==> config.mk <==
export PLATFORM = sky130hd
export DESIGN_NAME = midi_msg_parser
export DESIGN_NICKNAME = d
export VERILOG_FILES = /design/src/rtl/midi_msg_parser.sv
export SDC_FILE = /design/constraint.sdc
export NUM_CORES = 1
export LEC_CHECK = 0
export ABC_CLOCK_PERIOD_IN_PS = 3090
export CAP_MARGIN = 20
export CORE_ASPECT_RATIO = 0.6
export CORE_MARGIN = 5
export CORE_UTILIZATION = 30
export CTS_BUF_LIST = sky130_fd_sc_hd__clkbuf_8
export DETAILED_ROUTE_END_ITERATION = 12
export PLACE_DENSITY_LB_ADDON = 0.05
export SLEW_MARGIN = 0
export SYNTH_ARGS = -nofsm -noshare
export SYNTH_HDL_FRONTEND = slang
export SYNTH_SLANG_ARGS = --single-unit
==> constraint.sdc <==
create_clock -name clk -period 3.09 [get_ports clk]
set_input_delay 0.618 -clock clk [delete_from_list [all_inputs] [get_ports clk]]
set_output_delay 0.618 -clock clk [all_outputs]
set_load 0.02 [all_outputs]
==> src/rtl/midi_msg_parser.sv <==
// midi_msg_parser: frames MIDI messages from a UART byte stream (running
// status, SysEx skipping, channel filtering, interleaved real-time bytes)
// and queues completed messages in a small FIFO with a valid/ready handshake.
// Optional feature macro: MIDI_PARSER_REALTIME_EN (queue real-time bytes as
// single-byte messages instead of dropping them).
module midi_msg_parser #(
  parameter int          FIFO_DEPTH   = 4,
  parameter logic [15:0] CHANNEL_MASK = 16'hFFFF
) (
  input  logic                          clk,
  input  logic                          reset,
  input  logic                          rx_valid,
  input  logic [7:0]                    rx_byte,
  output logic                          msg_valid,
  input  logic                          msg_ready,
  output logic [7:0]                    msg_status,
  output logic [7:0]                    msg_data1,
  output logic [7:0]                    msg_data2,
  output logic [1:0]                    msg_len,
  output logic [$clog2(FIFO_DEPTH):0]   fifo_count,
  output logic                          overflow
);

  localparam int AW = $clog2(FIFO_DEPTH);
  localparam int CW = AW + 1;

  typedef enum logic [1:0] {IDLE, WAIT_D1, WAIT_D2, SYSEX} state_t;

  state_t     state, state_nxt;
  logic [7:0] cur_status, cur_status_nxt;
  logic [7:0] data1_q, data1_nxt;
  logic       need2, need2_nxt;

  logic       push_req;
  logic [7:0] push_status, push_d1, push_d2;
  logic [1:0] push_len;

  logic [25:0]   mem [FIFO_DEPTH];
  logic [AW-1:0] wr_ptr, rd_ptr;
  logic          pop, push_ok;

  // Byte decode: next parser state and the message completed by this byte
  always_comb begin
    state_nxt      = state;
    cur_status_nxt = cur_status;
    data1_nxt      = data1_q;
    need2_nxt      = need2;
    push_req       = 1'b0;
    push_status    = cur_status;
    push_d1        = 8'h00;
    push_d2        = 8'h00;
    push_len       = 2'd0;
    if (rx_valid) begin
      if (rx_byte[7:3] == 5'b11111) begin
        // real-time bytes never disturb the parser
`ifdef MIDI_PARSER_REALTIME_EN
        push_req    = 1'b1;
        push_status = rx_byte;
        push_len    = 2'd1;
`endif
      end else if (rx_byte[7]) begin
        if (state == SYSEX && rx_byte == 8'hF7) begin
          state_nxt = IDLE;
        end else if (rx_byte < 8'hF0) begin
          cur_status_nxt = rx_byte;
          need2_nxt      = !(rx_byte[7:4] == 4'hC || rx_byte[7:4] == 4'hD);
          state_nxt      = WAIT_D1;
        end else begin
          case (rx_byte)
            8'hF0: state_nxt = SYSEX;
            8'hF1, 8'hF3: begin
              cur_status_nxt = rx_byte;
              need2_nxt      = 1'b0;
              state_nxt      = WAIT_D1;
            end
            8'hF2: begin
              cur_status_nxt = rx_byte;
              need2_nxt      = 1'b1;
              state_nxt      = WAIT_D1;
            end
            8'hF6: begin
              push_req    = 1'b1;
              push_status = rx_byte;
              push_len    = 2'd1;
              state_nxt   = IDLE;
            end
            default: state_nxt = IDLE;
          endcase
        end
      end else begin
        case (state)
          WAIT_D1: begin
            if (need2) begin
              data1_nxt = rx_byte;
              state_nxt = WAIT_D2;
            end else begin
              push_req  = (cur_status[7:4] == 4'hF) || CHANNEL_MASK[cur_status[3:0]];
              push_d1   = rx_byte;
              push_len  = 2'd2;
              state_nxt = (cur_status[7:4] == 4'hF) ? IDLE : WAIT_D1;
            end
          end
          WAIT_D2: begin
            push_req  = (cur_status[7:4] == 4'hF) || CHANNEL_MASK[cur_status[3:0]];
            push_d1   = data1_q;
            push_d2   = rx_byte;
            push_len  = 2'd3;
            state_nxt = (cur_status[7:4] == 4'hF) ? IDLE : WAIT_D1;
          end
          default: ;
        endcase
      end
    end
  end

  // Parser state registers
  always_ff @(posedge clk or negedge reset) begin
    if (!reset) begin
      state      <= IDLE;
      cur_status <= 8'h00;
      data1_q    <= 8'h00;
      need2      <= 1'b0;
    end else begin
      state      <= state_nxt;
      cur_status <= cur_status_nxt;
      data1_q    <= data1_nxt;
      need2      <= need2_nxt;
    end
  end

  assign msg_valid = (fifo_count != '0);
  assign pop       = msg_valid && msg_ready;
  // a full FIFO still takes the new message if the head leaves this cycle
  assign push_ok   = push_req && ((fifo_count != CW'(FIFO_DEPTH)) || pop);
  assign {msg_status, msg_data1, msg_data2, msg_len} = mem[rd_ptr];

  // Message FIFO storage, pointers, occupancy and overflow pulse
  always_ff @(posedge clk or negedge reset) begin
    if (!reset) begin
      for (int i = 0; i < FIFO_DEPTH; i++) mem[i] <= '0;
      wr_ptr     <= '0;
      rd_ptr     <= '0;
      fifo_count <= '0;
      overflow   <= 1'b0;
    end else begin
      overflow <= push_req && !push_ok;
      if (push_ok) begin
        mem[wr_ptr] <= {push_status, push_d1, push_d2, push_len};
        wr_ptr      <= wr_ptr + 1'b1;
      end
      if (pop) rd_ptr <= rd_ptr + 1'b1;
      if (push_ok && !pop)      fifo_count <= fifo_count + 1'b1;
      else if (!push_ok && pop) fifo_count <= fifo_count - 1'b1;
    end
  end

endmodule

==> results of run 1 <==
## path summary, 6_finish.rpt
check                                      start                   endpoint  depth (start not counted)
max                        rd_ptr[0]$_DFFE_PN0P_               msg_data1[4]                          3
min reg2reg                  mem[29]$_DFFE_PN0P_        mem[29]$_DFFE_PN0P_                          1
min in group clk             mem[29]$_DFFE_PN0P_        mem[29]$_DFFE_PN0P_                          1
max in group asynchronous                  reset        mem[23]$_DFFE_PN0P_                          2
max reg2reg                 state[0]$_DFFE_PN0P_  fifo_count[2]$_DFFE_PN0P_                         12
min                                        reset        mem[28]$_DFFE_PN0P_                          1
## cells in the mapped netlist, types with 4 or more instances
library cell and count:
dfrtp_1 122, mux2_4 80, mux4_2 24, mux2_2 16, nor2_1 14, mux2_1 13
buf_6 8, inv_1 8, or2_2 8, a22oi_1 7, and2_1 7, ha_1 7
nand2_1 7, clkbuf_1 6, a21oi_1 5, a22o_1 4, o21ai_4 4, xnor2_1 4
## layer usage
metal / wire, µm / global-route usage (%) / vias to the layer above
met5: 0 / 0 / -
met2: 5890 / 17.4 / 59
met3: 500 / 3.78 / 15
li1: - / - / 1528
met4: 217 / 4.47 / 0
met1: 7580 / 20.3 / 1785
## where the power goes
part | internal (µW) | switching, µW | total, µW
combinational | 1070 | 864 | 1940
clock | 832 | 681 | 1510
sequential | 1970 | 255 | 2220
total | 3870 | 1800 | 5670
## flip-flops by register name (all words and copies together) (netlist names)
signal,cells
mem,96
wr_ptr,2
rd_ptr,2
cur_status,8
fifo_count,3
data1_q,7
need2,1
overflow,1
state,2
## final cells by class
cell class,count,area share (%)
sequential,122,41.6
multi-input combinational,232,38.2
timing repair buffer,70,9.51
tap,273,4.65
clock buffer,19,3.56
clock inverter,13,2.08
inverter,8,0.409
## stage by stage
stage               std cells  total power, µW  hold WS, ns
floorplan                 382             3510        0.322
global placement          705             4210        0.469
detailed placement        705             4210        0.480
CTS                       737             5770        0.138
global route              737             6000        0.158
finish                    737             5670        0.150
## cell families after synthesis
kind of cell,count (synthesis)
adder cells (fa/ha/maj),8
XOR/XNOR,6
flip-flops,122
other,1
buffers and inverters,28
AO/OA/AOI/OAI,29
multiplexers,133
AND/OR/NAND/NOR,54
## critical path: cells and delay by family (launching register included)
kind,cells,cell delay (ns)
buf+inv,2,0.81
mux,1,0.57
flops,1,0.37
==> results_dict.tcl, run 1 <==
set metrics [dict create \
    arrival_ns 2.22 \
    synthMuxAreaShare_pct 34.3 \
    dp_hpwl_mm 9.10 \
    synth_top_cell_area_share_pct 50.7 \
    overflow 0 \
    port_buffers 40 \
    track_usage_pct 13.2 \
    layout_setup_ws_ns 0.257 \
    clock_latency_ns 0.44 \
    design_area_um2 7340 \
    ant_nets 0 \
    drt_pre_antenna_iters 4 \
    setup_viol 0 \
    fmaxAchievable_ghz 0.353 \
    post_cts_buffers 0 \
    drc_errors 0 \
    row_count 40 \
    synthXorXnorAreaFrac_pct 0.872 \
    synth.largest_area_cell "dfrtp_1" \
    cp_data_required_time_ns 2.47 \
    ys_seq_area_share_pct 50.7 \
    clk_pin_slew_ns 0.07 \
    core_um2 19900 \
    start_util_pct 30.3 \
    io_pins 43 \
    cts_resized 0 \
    ys_ff_latch 122 \
    fin_crit_sh_pct 91.7 \
    rrSetupSlack_ns 0.44 \
    synth_edf_count 0 \
    p_leak_uw 0.00350 \
    synth_top_family_by_area "multiplexers" \
    syn_area_per_cell_um2 15.8 \
    nFillCells 1906 \
    start_kind "flop" \
    synthFlopType "dfrtp_1" \
    cp_slowest_cell "mux4_2" \
    syn-cell-area_um2 6020 \
    ys_types 43 \
    die_w_um 193 \
    synth.area.top_cells "dfrtp_1, mux2_4, mux4_2" \
    min-delay-path-class "input port to asynchronous set/reset pin" \
    crit_chain "buf_12 > mux4_2 > clkdlybuf4s50_1" \
    setup_tns_ns 0 \
    synth_compound_area_share_pct 4.17 \
    synthCells 381 \
    yosys.area_share.simple_pct 5.21 \
    final_cell_mix "dfrtp_1, mux2_4, clkdlybuf4s50_1" \
    rsz0062_at_grt "no" \
    cts.sinks 122 \
    wl_mm 14.2 \
    worstMarginPinSlew_ns 0.599 \
    grt_max_degree 58 \
    skew_ns 0.0122 \
    dpl_worst_slack_ns -0.00487 \
    hold_violations 0 \
    via_count 3387 \
    place_congestion 0.734 \
    multiInputGateArea_um2 2800 \
    register_area_um2 3050 \
    area_growth_pct 21.8 \
    antenna_found_initial 0 \
    cp_max_fo 26 \
    diodes 0 \
    synth_fa_ha_area_share_pct 1.79 \
    irDropWorstVdd_v 0.000404 \
    grt_pass1_wl_mm 22.8 \
    placed_area_um2 6930 \
    dieArea_um2 23100 \
    final_max_slew_viol_count 0 \
    cts_buffers 17 \
    first_iter_violations 165 \
    die-height_um 120 \
    relSlewSlack_pct 60.0 \
    cts-hold-fix-buffers 0 \
    grt_pass1_vias 3600 \
    finish.utilization_pct 36.9 \
    clock-root-buffer "clkbuf_8" \
    timing_worst_setup_path_type "flop to output port" \
    maxCapViolCount 0 \
    fin_nets 471 \
    cp-end-kind "output port" \
    slowest_delay_ns 0.57 \
    synthArstFlopShare_pct 100 \
    final_common_cell "dfrtp_1" \
    drive_gt1_share_pct 42.5 \
    post_drt_wl_per_cell_um 19.2 \
    yosys_warnings 0 \
    cts_tree "done" \
    viasPerCell 4.60 \
    htreeDepth 4 \
    clk_path_buf_depth 2 \
    powerDensity_nw_per_um2 772 \
    outcome "finished, final reports clean" \
    post-route-min-period_ns 2.83 \
]
Power figures use the tool's default switching activity.
==> run 2: changes to the inputs <==
SKIP_CTS_REPAIR_TIMING = 1   (was not set)
==> results of run 2 <==
The final DEF is identical to that of run 1; final timing and power are the same.
